--- src/rtl/gdu_pkg.sv ---
// Shared defaults, FSM state type and latched-command payload for the GDU fill master.
package gdu_pkg;

  localparam int unsigned GDU_ADDR_W = 12;
  localparam int unsigned GDU_DATA_W = 32;
  localparam int unsigned GDU_CNT_W  = 13;
  localparam int unsigned GDU_BE_W   = 4;

  typedef enum logic [1:0] {
    ST_IDLE,
    ST_WRITE,
    ST_VERIFY,
    ST_FINISH
  } fill_state_e;

  typedef struct packed {
    logic [GDU_ADDR_W-1:0] addr;
    logic [GDU_CNT_W-1:0]  count;
    logic [GDU_DATA_W-1:0] data;
    logic [GDU_DATA_W-1:0] incr;
    logic [GDU_BE_W-1:0]   byte_en;
  } fill_cmd_t;

  // Expand byte enables into a per-bit compare mask.
  function automatic logic [GDU_DATA_W-1:0] be_to_mask(input logic [GDU_BE_W-1:0] be);
    logic [GDU_DATA_W-1:0] m;
    for (int b = 0; b < GDU_BE_W; b++) m[b*8 +: 8] = {8{be[b]}};
    return m;
  endfunction

endpackage

--- src/rtl/gdu_seq_gen.sv ---
// Address/data/remaining-count generator shared by the write and verify passes.
module gdu_seq_gen #(
  parameter int unsigned ADDR_W = 12,
  parameter int unsigned DATA_W = 32,
  parameter int unsigned CNT_W  = 13
) (
  input  logic              CLK,
  input  logic              RESET,
  input  logic              load,
  input  logic              advance,
  input  logic [ADDR_W-1:0] load_addr,
  input  logic [DATA_W-1:0] load_data,
  input  logic [CNT_W-1:0]  load_count,
  input  logic [DATA_W-1:0] incr,
  output logic [ADDR_W-1:0] addr,
  output logic [DATA_W-1:0] data,
  output logic              last_c
);

  logic [CNT_W-1:0] remaining;

  // Load wins over advance so a pass can restart on the same edge as the last accept.
  always_ff @(posedge CLK) begin
    if (!RESET) begin
      addr      <= '0;
      data      <= '0;
      remaining <= '0;
    end else if (load) begin
      addr      <= load_addr;
      data      <= load_data;
      remaining <= load_count;
    end else if (advance) begin
      addr      <= addr + ADDR_W'(1);
      data      <= data + incr;
      remaining <= remaining - CNT_W'(1);
    end
  end

  assign last_c = (remaining == CNT_W'(1));

endmodule

--- src/rtl/gdu_fill_master.sv ---
// GDU fill master: Avalon-MM initiator filling a GDU RAM region from one command.
// Define GDU_FILL_VERIFY_EN to add a read-back verify pass and the VERIFY_ERR output.
module gdu_fill_master
  import gdu_pkg::*;
#(
  parameter int unsigned ADDR_W       = GDU_ADDR_W,
  parameter int unsigned DATA_W       = GDU_DATA_W,
  parameter int unsigned CNT_W        = GDU_CNT_W,
  parameter int unsigned READ_LATENCY = 1
) (
  input  logic              CLK,
  input  logic              RESET,
  input  logic              START,
  input  logic [ADDR_W-1:0] CMD_ADDR,
  input  logic [CNT_W-1:0]  CMD_COUNT,
  input  logic [DATA_W-1:0] CMD_DATA,
  input  logic [DATA_W-1:0] CMD_INCR,
  input  logic [3:0]        CMD_BYTE_EN,
  output logic              BUSY,
  output logic              DONE,
  output logic              AVM_CS,
  output logic              AVM_WRITE,
  output logic              AVM_READ,
  output logic [ADDR_W-1:0] AVM_ADDR,
  output logic [3:0]        AVM_BYTE_EN,
  output logic [DATA_W-1:0] AVM_WRITEDATA,
  input  logic [DATA_W-1:0] AVM_READDATA,
  input  logic              AVM_WAITREQUEST
`ifdef GDU_FILL_VERIFY_EN
  ,
  output logic              VERIFY_ERR
`endif
);

  fill_state_e       state;
  fill_cmd_t         cmd_q;
  logic              start_acc;
  logic              wr_acc;
  logic              seq_load;
  logic              seq_adv;
  logic              seq_last_c;
  logic [ADDR_W-1:0] ld_addr;
  logic [DATA_W-1:0] ld_data;
  logic [CNT_W-1:0]  ld_count;

`ifdef GDU_FILL_VERIFY_EN
  localparam logic [READ_LATENCY-1:0] LAST_ONLY = READ_LATENCY'(1) << (READ_LATENCY - 1);

  logic                    rd_acc;
  logic [READ_LATENCY-1:0] pipe_v;
  logic [DATA_W-1:0]       pipe_d [READ_LATENCY];
  logic [DATA_W-1:0]       cmp_mask;
`endif

  assign start_acc = (state == ST_IDLE) && START;
  assign wr_acc    = (state == ST_WRITE) && !AVM_WAITREQUEST;

  // The first pass loads from the live command; the verify pass reloads from the latched one.
`ifdef GDU_FILL_VERIFY_EN
  assign rd_acc   = (state == ST_VERIFY) && AVM_READ && !AVM_WAITREQUEST;
  assign seq_load = start_acc || (wr_acc && seq_last_c);
  assign seq_adv  = wr_acc || rd_acc;
`else
  assign seq_load = start_acc;
  assign seq_adv  = wr_acc;
`endif
  assign ld_addr  = start_acc ? CMD_ADDR  : ADDR_W'(cmd_q.addr);
  assign ld_data  = start_acc ? CMD_DATA  : DATA_W'(cmd_q.data);
  assign ld_count = start_acc ? CMD_COUNT : CNT_W'(cmd_q.count);

  gdu_seq_gen #(
    .ADDR_W (ADDR_W),
    .DATA_W (DATA_W),
    .CNT_W  (CNT_W)
  ) u_seq (
    .CLK        (CLK),
    .RESET      (RESET),
    .load       (seq_load),
    .advance    (seq_adv),
    .load_addr  (ld_addr),
    .load_data  (ld_data),
    .load_count (ld_count),
    .incr       (DATA_W'(cmd_q.incr)),
    .addr       (AVM_ADDR),
    .data       (AVM_WRITEDATA),
    .last_c     (seq_last_c)
  );

  // Fill FSM with registered control outputs.
  always_ff @(posedge CLK) begin
    if (!RESET) begin
      state       <= ST_IDLE;
      cmd_q       <= '0;
      BUSY        <= 1'b0;
      DONE        <= 1'b0;
      AVM_CS      <= 1'b0;
      AVM_WRITE   <= 1'b0;
      AVM_READ    <= 1'b0;
      AVM_BYTE_EN <= 4'h0;
    end else begin
      DONE <= 1'b0;
      case (state)
        ST_IDLE: begin
          if (START) begin
            cmd_q <= '{addr:    GDU_ADDR_W'(CMD_ADDR),
                       count:   GDU_CNT_W'(CMD_COUNT),
                       data:    GDU_DATA_W'(CMD_DATA),
                       incr:    GDU_DATA_W'(CMD_INCR),
                       byte_en: CMD_BYTE_EN};
            BUSY        <= 1'b1;
            AVM_BYTE_EN <= CMD_BYTE_EN;
            if (CMD_COUNT == '0) begin
              state <= ST_FINISH;
              DONE  <= 1'b1;
            end else begin
              state     <= ST_WRITE;
              AVM_CS    <= 1'b1;
              AVM_WRITE <= 1'b1;
            end
          end
        end
        ST_WRITE: begin
          if (!AVM_WAITREQUEST && seq_last_c) begin
            AVM_WRITE <= 1'b0;
`ifdef GDU_FILL_VERIFY_EN
            AVM_READ <= 1'b1;
            state    <= ST_VERIFY;
`else
            AVM_CS <= 1'b0;
            state  <= ST_FINISH;
            DONE   <= 1'b1;
`endif
          end
        end
`ifdef GDU_FILL_VERIFY_EN
        ST_VERIFY: begin
          if (rd_acc && seq_last_c) begin
            AVM_CS   <= 1'b0;
            AVM_READ <= 1'b0;
          end
          // All reads issued and only the final compare is left in flight.
          if (!AVM_READ && (pipe_v == LAST_ONLY)) begin
            state <= ST_FINISH;
            DONE  <= 1'b1;
          end
        end
`endif
        ST_FINISH: begin
          BUSY  <= 1'b0;
          state <= ST_IDLE;
        end
        default: state <= ST_IDLE;
      endcase
    end
  end

`ifdef GDU_FILL_VERIFY_EN
  assign cmp_mask = DATA_W'(be_to_mask(cmd_q.byte_en));

  // Expected-data delay line aligned with the slave read latency; sticky mismatch flag.
  always_ff @(posedge CLK) begin
    if (!RESET) begin
      pipe_v     <= '0;
      VERIFY_ERR <= 1'b0;
      for (int i = 0; i < READ_LATENCY; i++) pipe_d[i] <= '0;
    end else begin
      pipe_v[0] <= rd_acc;
      pipe_d[0] <= AVM_WRITEDATA;
      for (int i = 1; i < READ_LATENCY; i++) begin
        pipe_v[i] <= pipe_v[i-1];
        pipe_d[i] <= pipe_d[i-1];
      end
      if (start_acc) begin
        VERIFY_ERR <= 1'b0;
      end else if (pipe_v[READ_LATENCY-1] &&
                   (((AVM_READDATA ^ pipe_d[READ_LATENCY-1]) & cmp_mask) != '0)) begin
        VERIFY_ERR <= 1'b1;
      end
    end
  end
`else
  logic unused_c;
  assign unused_c = ^{AVM_READDATA, cmd_q.byte_en, 32'(READ_LATENCY)};
`endif

endmodule

--- config.mk ---
export PLATFORM = sky130hd
export DESIGN_NAME = gdu_fill_master
export DESIGN_NICKNAME = d
export VERILOG_FILES = /design/src/rtl/gdu_pkg.sv /design/src/rtl/gdu_seq_gen.sv /design/src/rtl/gdu_fill_master.sv
export SDC_FILE = /design/constraint.sdc
export NUM_CORES = 1
export LEC_CHECK = 0
export BUFFER_PORTS_ARGS = -buffer_cell sky130_fd_sc_hd__buf_2
export CORE_ASPECT_RATIO = 1.5
export CORE_UTILIZATION = 30
export CTS_CLUSTER_DIAMETER = 50
export CTS_CLUSTER_SIZE = 28
export DETAILED_ROUTE_END_ITERATION = 8
export PLACE_DENSITY = 0.45
export SLEW_MARGIN = 20
export SYNTH_ARGS = -nofsm -noshare
export SYNTH_HDL_FRONTEND = slang
export SYNTH_HIERARCHICAL = 1
export SYNTH_SLANG_ARGS = --single-unit
--- constraint.sdc ---
create_clock -name CLK -period 2.9 [get_ports CLK]
set_input_delay 0.58 -clock CLK [delete_from_list [all_inputs] [get_ports CLK]]
set_output_delay 0.58 -clock CLK [all_outputs]
set_load 0.05 [all_outputs]
==> results of run 1 <==
## flip-flops by register name, indices dropped and copies added (netlist names)
register and count:
u_seq/data 32, u_seq/remaining 13, BUSY 1, DONE 1, state 2, cmd_q 89
u_seq/addr 12, AVM_BYTE_EN 4, AVM_WRITE 1
## worst paths after layout
| check | startpoint | slack (ns) | endpoint |
|---|---|---|---|
| setup / recovery | cmd_q[4] | 0.13 | u_seq/data[30] |
| hold / removal | CMD_INCR[15] | 0.39 | cmd_q[19] |
| setup reg to reg | cmd_q[4] | 0.13 | u_seq/data[30] |
| hold reg to reg | AVM_BYTE_EN[3] | 0.46 | AVM_BYTE_EN[3] |
## cell families (layout without fill, tap and decap cells)
family                     count (synthesis)  count (layout)  synth area share, %
and+or+nand+nor                          341             341                19.59
AOI/OAI and AO/OA                        246             246                19.32
DFF                                      155             155                37.20
buffers and inverters                     74             212                4.815
muxes                                     70              70                9.271
xor gates and xnor gates                  42              42                4.410
adders and majority gates                 35              35                5.341
other                                      1               3              0.04496
## power groups by stage
stage,clock network (uW),registers [uW],logic (uW)
5_1_grt,2500,2380,1260
2_1_floorplan,0,2570,665
3_3_place_gp,0,2410,1150
3_5_place_dp,0,2410,1150
6_report,2320,2360,1140
4_1_cts,2430,2360,1160
## what timing repair did
item,4_1_cts,5_1_grt
endpoints found under the setup margin,0,1
endpoints found under the hold margin,0,0
gates resized for setup,0,1
## metal layers
layer	up-vias	part of all wire, %	global-route usage (%)
li1	3621	-	-
met1	3397	43	18.90
met2	127	52	32.33
met3	22	4.0	3.985
met4	6	1.1	5.016
met5	-	0.17	0
## cell type report
type                            instances  area (um^2)  share of cell area (%)
Multi-Input combinational cell        735         4843                   48.48
Sequential cell                       155         3103                   31.06
Timing Repair Buffer                  169        963.4                   9.643
Clock buffer                           18        429.2                   4.296
Tap cell                              342        427.9                   4.283
Clock inverter                         14        172.7                   1.728
Inverter                               11        46.29                  0.4634
Antenna cell                            2        5.005                 0.05009
## tightest hold or removal path: stages
cell	delay (ns)
sky130_fd_sc_hd__buf_2	0.09
sky130_fd_sc_hd__nand2_1	0.05
sky130_fd_sc_hd__a21boi_1	0.05
## per-stage QoR
step / area, um^2 / std cells / hold slack, ns / utilization (%) / worst slack (ns)
after floorplan: 8341 / 964 / 0.4394 / - / 0.1149
after global placement: 9382 / 1412 / 0.4499 / 34.35 / 0.1125
after detailed placement: 9382 / 1412 / 0.4569 / 34.35 / 0.1232
after CTS: 9983 / 1444 / 0.3595 / 36.55 / 0.09463
after global routing: 9986 / 1444 / 0.3799 / 36.56 / 0.01137
final: 9991 / 1446 / 0.3869 / 36.58 / 0.1308
## placed cells by master (no fill, tap or decap), types with 6 or more instances in the layout
cell and count:
sky130_fd_sc_hd__inv_1 8, sky130_fd_sc_hd__mux2_2 58, sky130_fd_sc_hd__xor2_1 24, sky130_fd_sc_hd__xnor2_1 18, sky130_fd_sc_hd__a21boi_1 10, sky130_fd_sc_hd__buf_2 147, sky130_fd_sc_hd__a21boi_0 28, sky130_fd_sc_hd__dfxtp_1 155
sky130_fd_sc_hd__nand4_1 6, sky130_fd_sc_hd__o21ai_0 34, sky130_fd_sc_hd__o22ai_1 6, sky130_fd_sc_hd__nand3_1 16, sky130_fd_sc_hd__a21o_1 11, sky130_fd_sc_hd__and2_1 59, sky130_fd_sc_hd__clkbuf_16 17, sky130_fd_sc_hd__o21bai_1 6
sky130_fd_sc_hd__clkinv_4 6, sky130_fd_sc_hd__and3_1 10, sky130_fd_sc_hd__ha_1 34, sky130_fd_sc_hd__o21a_1 6, sky130_fd_sc_hd__mux2i_1 12, sky130_fd_sc_hd__nor2_1 68, sky130_fd_sc_hd__buf_4 17, sky130_fd_sc_hd__a21oi_1 81
sky130_fd_sc_hd__nand2_1 132, sky130_fd_sc_hd__nor3_1 14, sky130_fd_sc_hd__a211oi_1 25
==> Flow_metrics.wiki, run 1 <==
{| class="wikitable"
! Metric !! Value
|-
| Status || complete, but fails checks
|-
| Violations in the final reports || DRC
|-
| Post-synth EDFFs || 0
|-
| Drt total wl || 23.75 mm
|-
| Maximum number of pins on one net before global-route repair || 76
|-
| Total number of H-tree levels || 4
|-
| List of most frequent post-synthesis cells || sky130_fd_sc_hd__dfxtp_1, sky130_fd_sc_hd__nand2_1, sky130_fd_sc_hd__a21oi_1
|-
| Leading area contributor after synthesis || sky130_fd_sc_hd__dfxtp_1
|-
| Synthesized area || 0.008340 mm^2
|-
| Standard cell with the maximum stage delay on the critical path || sky130_fd_sc_hd__fa_2
|-
| Starting density of the core || 30.54%
|-
| Unique cell type count in the Yosys netlist || 77
|-
| Synth warnings || 6
|-
| Final net count || 1,253
|-
| Leak Pwr || 0.004275 uW
|-
| Remaining design rule violation count || 32
|-
| Power share of the sequential group || 40.5%
|-
| Horizontal die dimension || 138.1 um
|-
| Global route total overflow || 0
|-
| Commonest register cell after synthesis || sky130_fd_sc_hd__dfxtp_1
|-
| Clock power share || 39.9%
|-
| Gate power share || 19.6%
|-
| Total via count after detailed routing || 7,173
|-
| Total clock buffers created by CTS || 17
|-
| Initial DRT Pass Iterations || 7
|-
| Final Critical Period || 2.769 ns
|-
| Initial detailed-routing violation count || 407
|-
| Cells on Worst Hold Path || 3
|-
| Crit path cell chain || ha_1 -> fa_2 -> a211oi_2 -> o21a_1 -> or2_4 -> o2111ai_2 -> a31oi_2 -> nor3b_2 -> or2_1 -> a221o_1
|-
| Class of the most critical hold timing path || in -> reg
|-
| Maximum net fanout on the critical path || 3
|-
| Post-synthesis register bit count || 155
|-
| Reg2reg path depth || 10
|-
| Fraction of synthesis flops using an asynchronous set or reset pin || 0%
|-
| Synthesized area divided by synthesized cell count || 8.652 um^2
|-
| Clock sink count || 155
|-
| Max capacitance violation total || 0
|-
| Worst Path Buf+Inv || 0
|-
| Sequential area share after synthesis || 37.20%
|-
| Most repeated cell in the gate-level netlist after synthesis || sky130_fd_sc_hd__dfxtp_1
|-
| Maximum frequency from static timing analysis || 361.1 MHz
|-
| Switching part of the total power || 30.23%
|-
| VDD IR max || 427.0 uV
|-
| Final Wtd Congestion || 0.8236
|-
| Setup repair after global routing missed its margin || false
|-
| PD cells || 583.5 mW/mm^2
|-
| Die Y || 206.2 um
|-
| Number of nets with antenna violations after routing || 0
|-
| Ratio of cells with drive above 1 in the final layout || 25.41%
|-
| Clock tree from TritonCTS || done
|-
| Tcrit/Tclk final || 95.49%
|-
| Max Buffers Root-to-Sink || 2
|-
| Family with the most delay on the worst path || compound AO/OA/AOI/OAI gates
|-
| Dominant cells by area after synthesis || sky130_fd_sc_hd__dfxtp_1, sky130_fd_sc_hd__mux2_2, sky130_fd_sc_hd__nand2_1
|-
| HPWL Detailed || 17.04 mm
|-
| Post-Synthesis Net Count || 1,128
|-
| Critical Path Sink Type || flop
|-
| Placeable core region || 0.02731 mm^2
|-
| Switching component of the power || 1762 uW
|-
| Total of fill cells in the finished design || 2,883
|-
| Antenna violations before repair || 5
|-
| Routed WL per cell || 16.43 um
|-
| Number of cells produced by synthesis || 964
|-
| Total number of cells along the worst setup path || 10
|-
| Fraction of post-synthesis cell area in the top cell type by area || 37.20%
|-
| Input/output buffers || 148
|-
| Post-CTS Setup Bufs || 0
|-
| Row count || 74
|-
| Clock input transition at the sequential cells of the worst setup and hold paths || 0.07 ns
|-
| Transition time at the pin with the least slew margin || 0.7024 ns
|-
| IO Pins || 182
|-
| Detail-routed via count per cell || 4.961
|-
| Largest clock skew in the final design || 0.01179 ns
|-
| Fin. Hold Viols || 0
|-
| Hold Buf Count CTS || 0
|-
| Total Power Consumption || 5830 uW
|-
| Start-to-end type of the worst setup path || reg -> reg
|-
| Kind of start point of the critical path || flop
|-
| Wire length of the first global-routing pass || 38.00 mm
|-
| Via count of the first global-routing pass || 7,224
|-
| Setup total negative slack || 0 ns
|-
| Worst slew margin relative to its limit || 53.12%
|-
| Cell Int Power || 4068 uW
|-
| Delay of the slowest critical-path stage || 0.39 ns
|-
| CP arrival || 3.09 ns
|-
| Worst-skew pair later-pin latency || 0.43 ns
|-
| Final Setup Violations || 0
|-
| Die area || 0.02849 mm^2
|-
| Required @ worst endpoint || 3.23 ns
|-
| Area growth from synthesis to layout || 19.79%
|-
| Clock root buffer || sky130_fd_sc_hd__clkbuf_16
|-
| Final slew viol count || 0
|-
| GRT Total Usage || 17.09%
|}
Note: power is estimated with default switching activity, not from simulation.
==> run 2: changes to the inputs <==
CORE_ASPECT_RATIO = 1.25   (was 1.5)
==> run 2 against run 1 <==
Compared with the run above:
- the run now ends clean
- die area about the same
- global-route usage increased by 0.12 points
- register-to-register slack improved by 0.05 ns
- count of clock-buffer cells in the layout shrank 1
==> Flow_metrics.wiki, run 2 (synthesis results as in run 1) <==
{| class="wikitable"
! Metric !! Value
|-
| Reg2reg path depth || 10 (unchanged)
|-
| Delay of the slowest critical-path stage || 0.39 ns (about the same)
|-
| Antenna violations before repair || 1 (-4)
|-
| Transition time at the pin with the least slew margin || 0.5147 ns (-0.1878 ns)
|-
| Placeable core region || 0.02708 mm^2 (-0.87%)
|-
| Critical Path Sink Type || flop
|-
| Number of cells after detailed placement || 1,419 (+0.50%)
|-
| Kind of start point of the critical path || flop
|-
| HPWL Detailed || 16.92 mm (-0.73%)
|-
| Largest registers || cmd_q: 89 flops, u_seq/data: 32 flops, u_seq/remaining: 13 flops
|-
| Wire length of the first global-routing pass || 37.66 mm (-0.89%)
|-
| Reg with most FFs || cmd_q
|-
| Cell Count, Final, Fillers Out || 1,452 (+0.41%)
|-
| Critical R2R Launch || cmd_q[4]
|-
| Fin. Hold Viols || 0 (unchanged)
|-
| CP arrival || 3.04 ns (-0.05 ns)
|-
| Required @ worst endpoint || 3.22 ns (about the same)
|-
| Largest clock skew in the final design || 0.01496 ns (+0.003173 ns)
|-
| Die area || 0.02848 mm^2 (about the same)
|-
| Global route total overflow || 0 (unchanged)
|-
| Final Setup Violations || 0 (unchanged)
|-
| Final Critical Period || 2.716 ns (-0.05316 ns)
|-
| Max capacitance violation total || 0 (unchanged)
|-
| Total clock buffers created by CTS || 17 (unchanged)
|-
| Final net count || 1,257 (+0.32%)
|-
| Detail-routed via count per cell || 4.885 (-1.5%)
|-
| Commonest non-fill, non-tap cell in the layout || sky130_fd_sc_hd__dfxtp_1
|-
| Initial detailed-routing violation count || 266 (-35%)
|-
| Ratio of cells with drive above 1 in the final layout || 25.77% (+0.36 points)
|-
| Starting density of the core || 30.80% (+0.27 points)
|-
| Clock input transition at the sequential cells of the worst setup and hold paths || 0.08 ns (about the same)
|-
| Class of the most critical hold timing path || in -> reg
|-
| Input/output buffers || 148 (unchanged)
|-
| Family with the most delay on the worst path || compound AO/OA/AOI/OAI gates
|-
| Total number of H-tree levels || 4 (unchanged)
|-
| Drt total wl || 23.47 mm (-1.2%)
|-
| Worst slew margin relative to its limit || 65.64% (+13 points)
|-
| Horizontal die dimension || 151.1 um (+9.4%)
|-
| Die Y || 188.4 um (-8.6%)
|-
| Leak Pwr || 0.004291 uW (+0.37%)
|-
| Worst Path Buf+Inv || 0 (unchanged)
|-
| Clock sink count || 155 (unchanged)
|-
| IO Pins || 182 (unchanged)
|-
| Highest-count cells in the layout ignoring fill and taps || sky130_fd_sc_hd__dfxtp_1, sky130_fd_sc_hd__buf_2, sky130_fd_sc_hd__nand2_1
|-
| PD cells || 583.5 mW/mm^2 (about the same)
|-
| Initial DRT Pass Iterations || 4 (-3)
|-
| Startpoint of the lowest-slack hold path || CMD_BYTE_EN[1]
|-
| Setup repair after global routing missed its margin || false
|-
| Worst-skew pair later-pin latency || 0.44 ns (about the same)
|-
| Number of flip-flops under the largest register name || 89 (unchanged)
|-
| Final slew viol count || 0 (unchanged)
|-
| Maximum frequency from static timing analysis || 368.2 MHz (+2.0%)
|-
| Clock root buffer || sky130_fd_sc_hd__clkbuf_16
|-
| Row count || 67 (-9.5%)
|-
| Maximum number of pins on one net before global-route repair || 39 (-49%)
|-
| Cells on Worst Hold Path || 3 (unchanged)
|-
| Number of nets with antenna violations after routing || 0 (unchanged)
|-
| End point of the most critical hold path || AVM_BYTE_EN[1]
|-
| Maximum net fanout on the critical path || 3 (unchanged)
|-
| Clock tree from TritonCTS || done
|-
| Destination of the worst register-to-register timing path || u_seq/data[30]
|-
| Crit path cell chain || ha_1 -> fa_2 -> a211oi_2 -> o21a_1 -> or2_4 -> o2111ai_2 -> a31oi_4 -> nor3b_2 -> or2_1 -> a221o_1
|-
| Standard cell with the maximum stage delay on the critical path || sky130_fd_sc_hd__fa_2
|-
| GRT Total Usage || 17.21% (+0.12 points)
|-
| Tcrit/Tclk final || 93.66% (-1.8 points)
|-
| Slack of the worst reg-to-reg path || 0.18 ns (+0.05 ns)
|-
| Total via count after detailed routing || 7,093 (-1.1%)
|-
| Via count of the first global-routing pass || 7,078 (-2.0%)
|-
| Max Buffers Root-to-Sink || 2 (unchanged)
|-
| Routed WL per cell || 16.16 um (-1.6%)
|-
| Post-route core utilization || 36.94% (+0.36 points)
|-
| Remaining design rule violation count || 0 (-100%)
|-
| Setup total negative slack || 0 ns (unchanged)
|-
| VDD IR max || 392.8 uV (-8.0%)
|-
| Hold Buf Count CTS || 0 (unchanged)
|-
| Area growth from synthesis to layout || 19.92%
|-
| Start-to-end type of the worst setup path || reg -> reg
|-
| Final Wtd Congestion || 0.8582 (+4.2%)
|-
| Status || finished, final reports clean
|-
| Total of fill cells in the finished design || 2,841 (-1.5%)
|}
-- run 2: cell count changes in the layout (fill, tap and decap cells not counted), sizes merged --
cell and change:
buf +4, clkinvlp -1, bufinv -1, clkinv -7, clkbuf -1, diode -1
inv +10
-- run 2: worst register-to-register path, cell delays in order (launching register included) --
cell,delay [ns]
sky130_fd_sc_hd__dfxtp_1,0.31
sky130_fd_sc_hd__ha_1,0.24
sky130_fd_sc_hd__fa_2,0.39
sky130_fd_sc_hd__a211oi_2,0.26
sky130_fd_sc_hd__o21a_1,0.21
sky130_fd_sc_hd__or2_4,0.16
sky130_fd_sc_hd__o2111ai_2,0.18
sky130_fd_sc_hd__a31oi_4,0.22
sky130_fd_sc_hd__nor3b_2,0.07
sky130_fd_sc_hd__or2_1,0.23
sky130_fd_sc_hd__a221o_1,0.34
-- run 2: final cells by class --
cell class	count	area [um^2]	share of cell area [%]
multi-input combinational	735	4852	48.51
sequential	155	3103	31.02
timing repair buffer	173	968.4	9.682
tap	345	431.7	4.316
clock buffer	17	425.4	4.253
clock inverter	15	172.7	1.726
inverter	11	46.29	0.4628
antenna	1	2.502	0.02502
-- run 2: what timing repair did --
item | CTS | global route
endpoints found under the setup margin | 0 | 3
setup buffers | 0 | 0
resized for setup | 0 | 2
-- run 2: worst max path at each step --
| stage | from | depth (start not counted) | endpoint |
|---|---|---|---|
| after floorplan | u_seq/data[0] | 10 | u_seq/data[30] |
| after global placement | cmd_q[4] | 10 | u_seq/data[30] |
| after detailed placement | cmd_q[4] | 10 | u_seq/data[30] |
| after CTS | cmd_q[4] | 10 | u_seq/data[30] |
| after global routing | u_seq/data[0] | 10 | u_seq/data[30] |
| final | cmd_q[4] | 10 | u_seq/data[30] |
-- run 2: per-layer routing --
layer | track usage, % | vias to the layer above | wire (um)
met1 | 21.30 | 3300 | 10600
met2 | 28.99 | 130 | 11470
li1 | - | 3637 | -
met4 | 6.308 | 0 | 466
met5 | 0 | - | 0
met3 | 3.608 | 26 | 941
-- run 2: report_power, final --
part	internal, uW	switching, uW	leakage (uW)
combinational	436	704	0.00272
sequential	2270	91.7	0.00127
clock	1300	1030	0.000292
-- run 2: through the flow --
| step | setup slack, ns | instance area (um^2) | total power (uW) | hold WS (ns) |
|---|---|---|---|---|
| after CTS | 0.03813 | 9988 | 5936 | 0.3578 |
| after global placement | 0.1020 | 9390 | 3561 | 0.4508 |
| final | 0.1840 | 10000 | 5836 | 0.3771 |
| after detailed placement | 0.08793 | 9390 | 3562 | 0.4560 |
| after global routing | 0.01874 | 10000 | 6151 | 0.3689 |
| after floorplan | 0.1149 | 8341 | 3238 | 0.4394 |
==> run 3: changes to the inputs <==
ABC_AREA = 1   (was unset)
==> run 3 against run 2 <==
Compared with the run above:
- synthesized cell count up 39%
- routed wire length grew 15%
- count of clock-buffer cells in the layout rose by 3
- die area is 8.0% higher
- sequential share of layout area fell by 2.1 points
- combinational power is 16% higher
- non-clock buffer count is 14 lower
- fmax is 25% higher
- critical endpoint is now u_seq/data[24]
- highest routed layer is now met5
==> Flow_metrics.wiki, run 3 <==
{| class="wikitable"
! Metric !! Value
|-
| Initial detailed-routing violation count || 340 (+28%)
|-
| Commonest non-fill, non-tap cell in the layout || sky130_fd_sc_hd__nand2_1
|-
| List of most frequent post-synthesis cells || sky130_fd_sc_hd__nand2_1, sky130_fd_sc_hd__nor2_1, sky130_fd_sc_hd__inv_1
|-
| Initial DRT Pass Iterations || 5 (+1)
|-
| Highest-count cells in the layout ignoring fill and taps || sky130_fd_sc_hd__nand2_1, sky130_fd_sc_hd__nor2_1, sky130_fd_sc_hd__inv_1
|-
| Fraction of synthesis flops using an asynchronous set or reset pin || 0% (unchanged)
|-
| Setup total negative slack || 0 ns (unchanged)
|-
| Sequential area share after synthesis || 34.43% (-2.8 points)
|-
| Start-to-end type of the worst setup path || reg -> reg
|-
| Clock sink count || 155 (unchanged)
|-
| Clock input transition at the sequential cells of the worst setup and hold paths || 0.07 ns (about the same)
|-
| VDD IR max || 278.8 uV (-29%)
|-
| Leak Pwr || 0.005516 uW (+29%)
|-
| Remaining design rule violation count || 0 (unchanged)
|-
| Status || finished, final reports clean
|-
| Total clock buffers created by CTS || 17 (unchanged)
|-
| Antenna violations before repair || 4 (+3)
|-
| Horizontal die dimension || 157.0 um (+3.9%)
|-
| Transition time at the pin with the least slew margin || 0.7557 ns (+0.2410 ns)
|-
| Hold Buf Count CTS || 0 (unchanged)
|-
| Final Wtd Congestion || 0.8535 (-0.55%)
|-
| Tcrit/Tclk final || 74.71% (-19 points)
|-
| Worst-skew pair later-pin latency || 0.44 ns (about the same)
|-
| Post-Synthesis Net Count || 1,504 (+33%)
|-
| Fin. Hold Viols || 0 (unchanged)
|-
| Reg with most FFs || cmd_q
|-
| Global route total overflow || 0 (unchanged)
|-
| Row count || 70 (+4.5%)
|-
| Area growth from synthesis to layout || 19.10%
|-
| IO Pins || 182 (unchanged)
|-
| Largest registers || cmd_q: 89 flops, u_seq/data: 32 flops, u_seq/remaining: 13 flops
|-
| Ratio of cells with drive above 1 in the final layout || 20.50% (-5.3 points)
|-
| Post-CTS Setup Bufs || 0 (unchanged)
|-
| Number of cells after detailed placement || 1,842 (+30%)
|-
| Total of fill cells in the finished design || 3,272 (+15%)
|-
| Drt total wl || 26.91 mm (+15%)
|-
| Multi-input combinational cell area || 0.004897 mm^2 (+0.93%)
|-
| Final net count || 1,629 (+30%)
|-
| Dominant cells by area after synthesis || sky130_fd_sc_hd__dfxtp_1, sky130_fd_sc_hd__nand2_1, sky130_fd_sc_hd__nor2_1
|-
| Cell Count, Final, Fillers Out || 1,875 (+29%)
|-
| GRT Total Usage || 18.05% (+0.84 points)
|-
| Total Power Consumption || 6134 uW (+5.1%)
|-
| Final Critical Period || 2.166 ns (-0.5495 ns)
|-
| Synth warnings || 6 (unchanged)
|-
| Final slew viol count || 0 (unchanged)
|-
| Number of nets with antenna violations after routing || 0 (unchanged)
|-
| Input/output buffers || 148 (unchanged)
|-
| CP arrival || 2.53 ns (-0.51 ns)
|-
| Setup repair after global routing missed its margin || false
|-
| Largest clock skew in the final design || 0.009127 ns (-0.005835 ns)
|-
| Storage cell area || 0.003103 mm^2 (unchanged)
|-
| HPWL Detailed || 19.74 mm (+17%)
|-
| Post-synth EDFFs || 0 (unchanged)
|-
| Kind of start point of the critical path || flop
|-
| Die area || 0.03075 mm^2 (+8.0%)
|-
| Fraction of post-synthesis cell area in the top cell type by area || 34.43% (-2.8 points)
|-
| Post-synthesis register bit count || 155 (unchanged)
|-
| Unique cell type count in the Yosys netlist || 45 (-42%)
|-
| Number of cells produced by synthesis || 1,340 (+39%)
|-
| Placeable core region || 0.02943 mm^2 (+8.7%)
|-
| Most repeated cell in the gate-level netlist after synthesis || sky130_fd_sc_hd__nand2_1
|-
| Total via count after detailed routing || 8,430 (+19%)
|-
| Commonest register cell after synthesis || sky130_fd_sc_hd__dfxtp_1
|-
| Required @ worst endpoint || 3.26 ns (+0.04 ns)
|-
| Critical Path Sink Type || flop
|-
| Clock root buffer || sky130_fd_sc_hd__clkbuf_16
|-
| Wire length of the first global-routing pass || 42.79 mm (+14%)
|-
| Total number of H-tree levels || 4 (unchanged)
|-
| Die Y || 195.8 um (+3.9%)
|-
| Via count of the first global-routing pass || 8,187 (+16%)
|-
| Max Buffers Root-to-Sink || 2 (unchanged)
|-
| Maximum frequency from static timing analysis || 461.6 MHz (+25%)
|-
| PD cells || 571.4 mW/mm^2 (-2.1%)
|-
| Leading area contributor after synthesis || sky130_fd_sc_hd__dfxtp_1
|-
| Detail-routed via count per cell || 4.496 (-8.0%)
|-
| Routed WL per cell || 14.35 um (-11%)
|-
| Starting density of the core || 30.63% (-0.17 points)
|-
| Max capacitance violation total || 0 (unchanged)
|-
| Synthesized area || 0.009014 mm^2 (+8.1%)
|-
| Number of flip-flops under the largest register name || 89 (unchanged)
|-
| Clock tree from TritonCTS || done
|-
| Cts repair resizes || 0 (unchanged)
|-
| Final Setup Violations || 0 (unchanged)
|-
| Class of the most critical hold timing path || in -> reg
|-
| Maximum net fanout on the critical path || 5 (+2)
|-
| Synthesized area divided by synthesized cell count || 6.727 um^2 (-22%)
|-
| Worst slew margin relative to its limit || 49.50% (-16 points)
|-
| Maximum number of pins on one net before global-route repair || 96 (+150%)
|}
[run 3: cells by family (layout without fill, tap and decap cells)]
family                   after synthesis  after routing  share of synthesized area [%]
AO/OA/AOI/OAI                        221            221                          14.94
XOR/XNOR                              29             29                          2.818
adder cells (fa/ha/maj)               35             35                          4.942
buffers and inverters                245            383                          11.30
flip-flops                           155            155                          34.43
other                                  1              2                        0.04160
AND/OR/NAND/NOR                      654            654                          31.54
[run 3: where the power goes]
part	total, uW	internal (uW)	switching (uW)
registers	2400	2300	104
logic	1320	453	870
clock network	2410	1430	975
total	6130	4190	1950
[run 3: per-layer routing]
metal | vias to the layer above | track usage (%) | share of wire, %
li1 | 4455 | - | -
met1 | 3818 | 22.14 | 45
met2 | 125 | 31.65 | 50
met3 | 24 | 3.468 | 3.4
met4 | 8 | 5.250 | 1.3
met5 | - | 0 | 0.18
[run 3: through the flow]
step / setup slack [ns] / area (um^2) / util [%] / hold slack, ns
floorplan: 0.8113 / 9014 / - / 0.4602
global placement: 0.4472 / 10100 / 34.34 / 0.4456
detailed placement: 0.4575 / 10100 / 34.34 / 0.4578
CTS: 0.6858 / 10730 / 36.47 / 0.3738
global route: 0.5508 / 10730 / 36.47 / 0.3872
finish: 0.7335 / 10740 / 36.48 / 0.3959
[run 3: worst paths after layout]
| kind | from | endpoint | slack, ns | depth (start not counted) |
|---|---|---|---|---|
| worst min-delay path | CMD_DATA[16] | cmd_q[52] | 0.40 | 3 |
| worst min register to register | AVM_WRITE | AVM_WRITE | 0.46 | 2 |
| worst max register to register | u_seq/data[0] | u_seq/data[24] | 0.73 | 11 |
| worst max-delay path | u_seq/data[0] | u_seq/data[24] | 0.73 | 11 |
[run 3: final cells by class]
cell class	count	share of cell area, %
multi-input cells	940	45.62
flip-flops and latches	155	28.90
repair buffers	159	8.252
inverters	192	6.737
well taps	396	4.615
clock buffers	20	4.347
clock inverters	12	1.503
diodes	1	0.02331
[run 3: worst max-delay path: stages, from the launching register on]
cell and delay [ns]:
sky130_fd_sc_hd__dfxtp_1 0.33, sky130_fd_sc_hd__ha_1 0.25, sky130_fd_sc_hd__fa_1 0.47, sky130_fd_sc_hd__nand3_1 0.12
sky130_fd_sc_hd__nand3_1 0.16, sky130_fd_sc_hd__nand2_1 0.10, sky130_fd_sc_hd__nand2_1 0.12, sky130_fd_sc_hd__nand3_1 0.15
sky130_fd_sc_hd__nand3_1 0.10, sky130_fd_sc_hd__nand2_1 0.06, sky130_fd_sc_hd__nand3_1 0.10, sky130_fd_sc_hd__a21oi_1 0.14
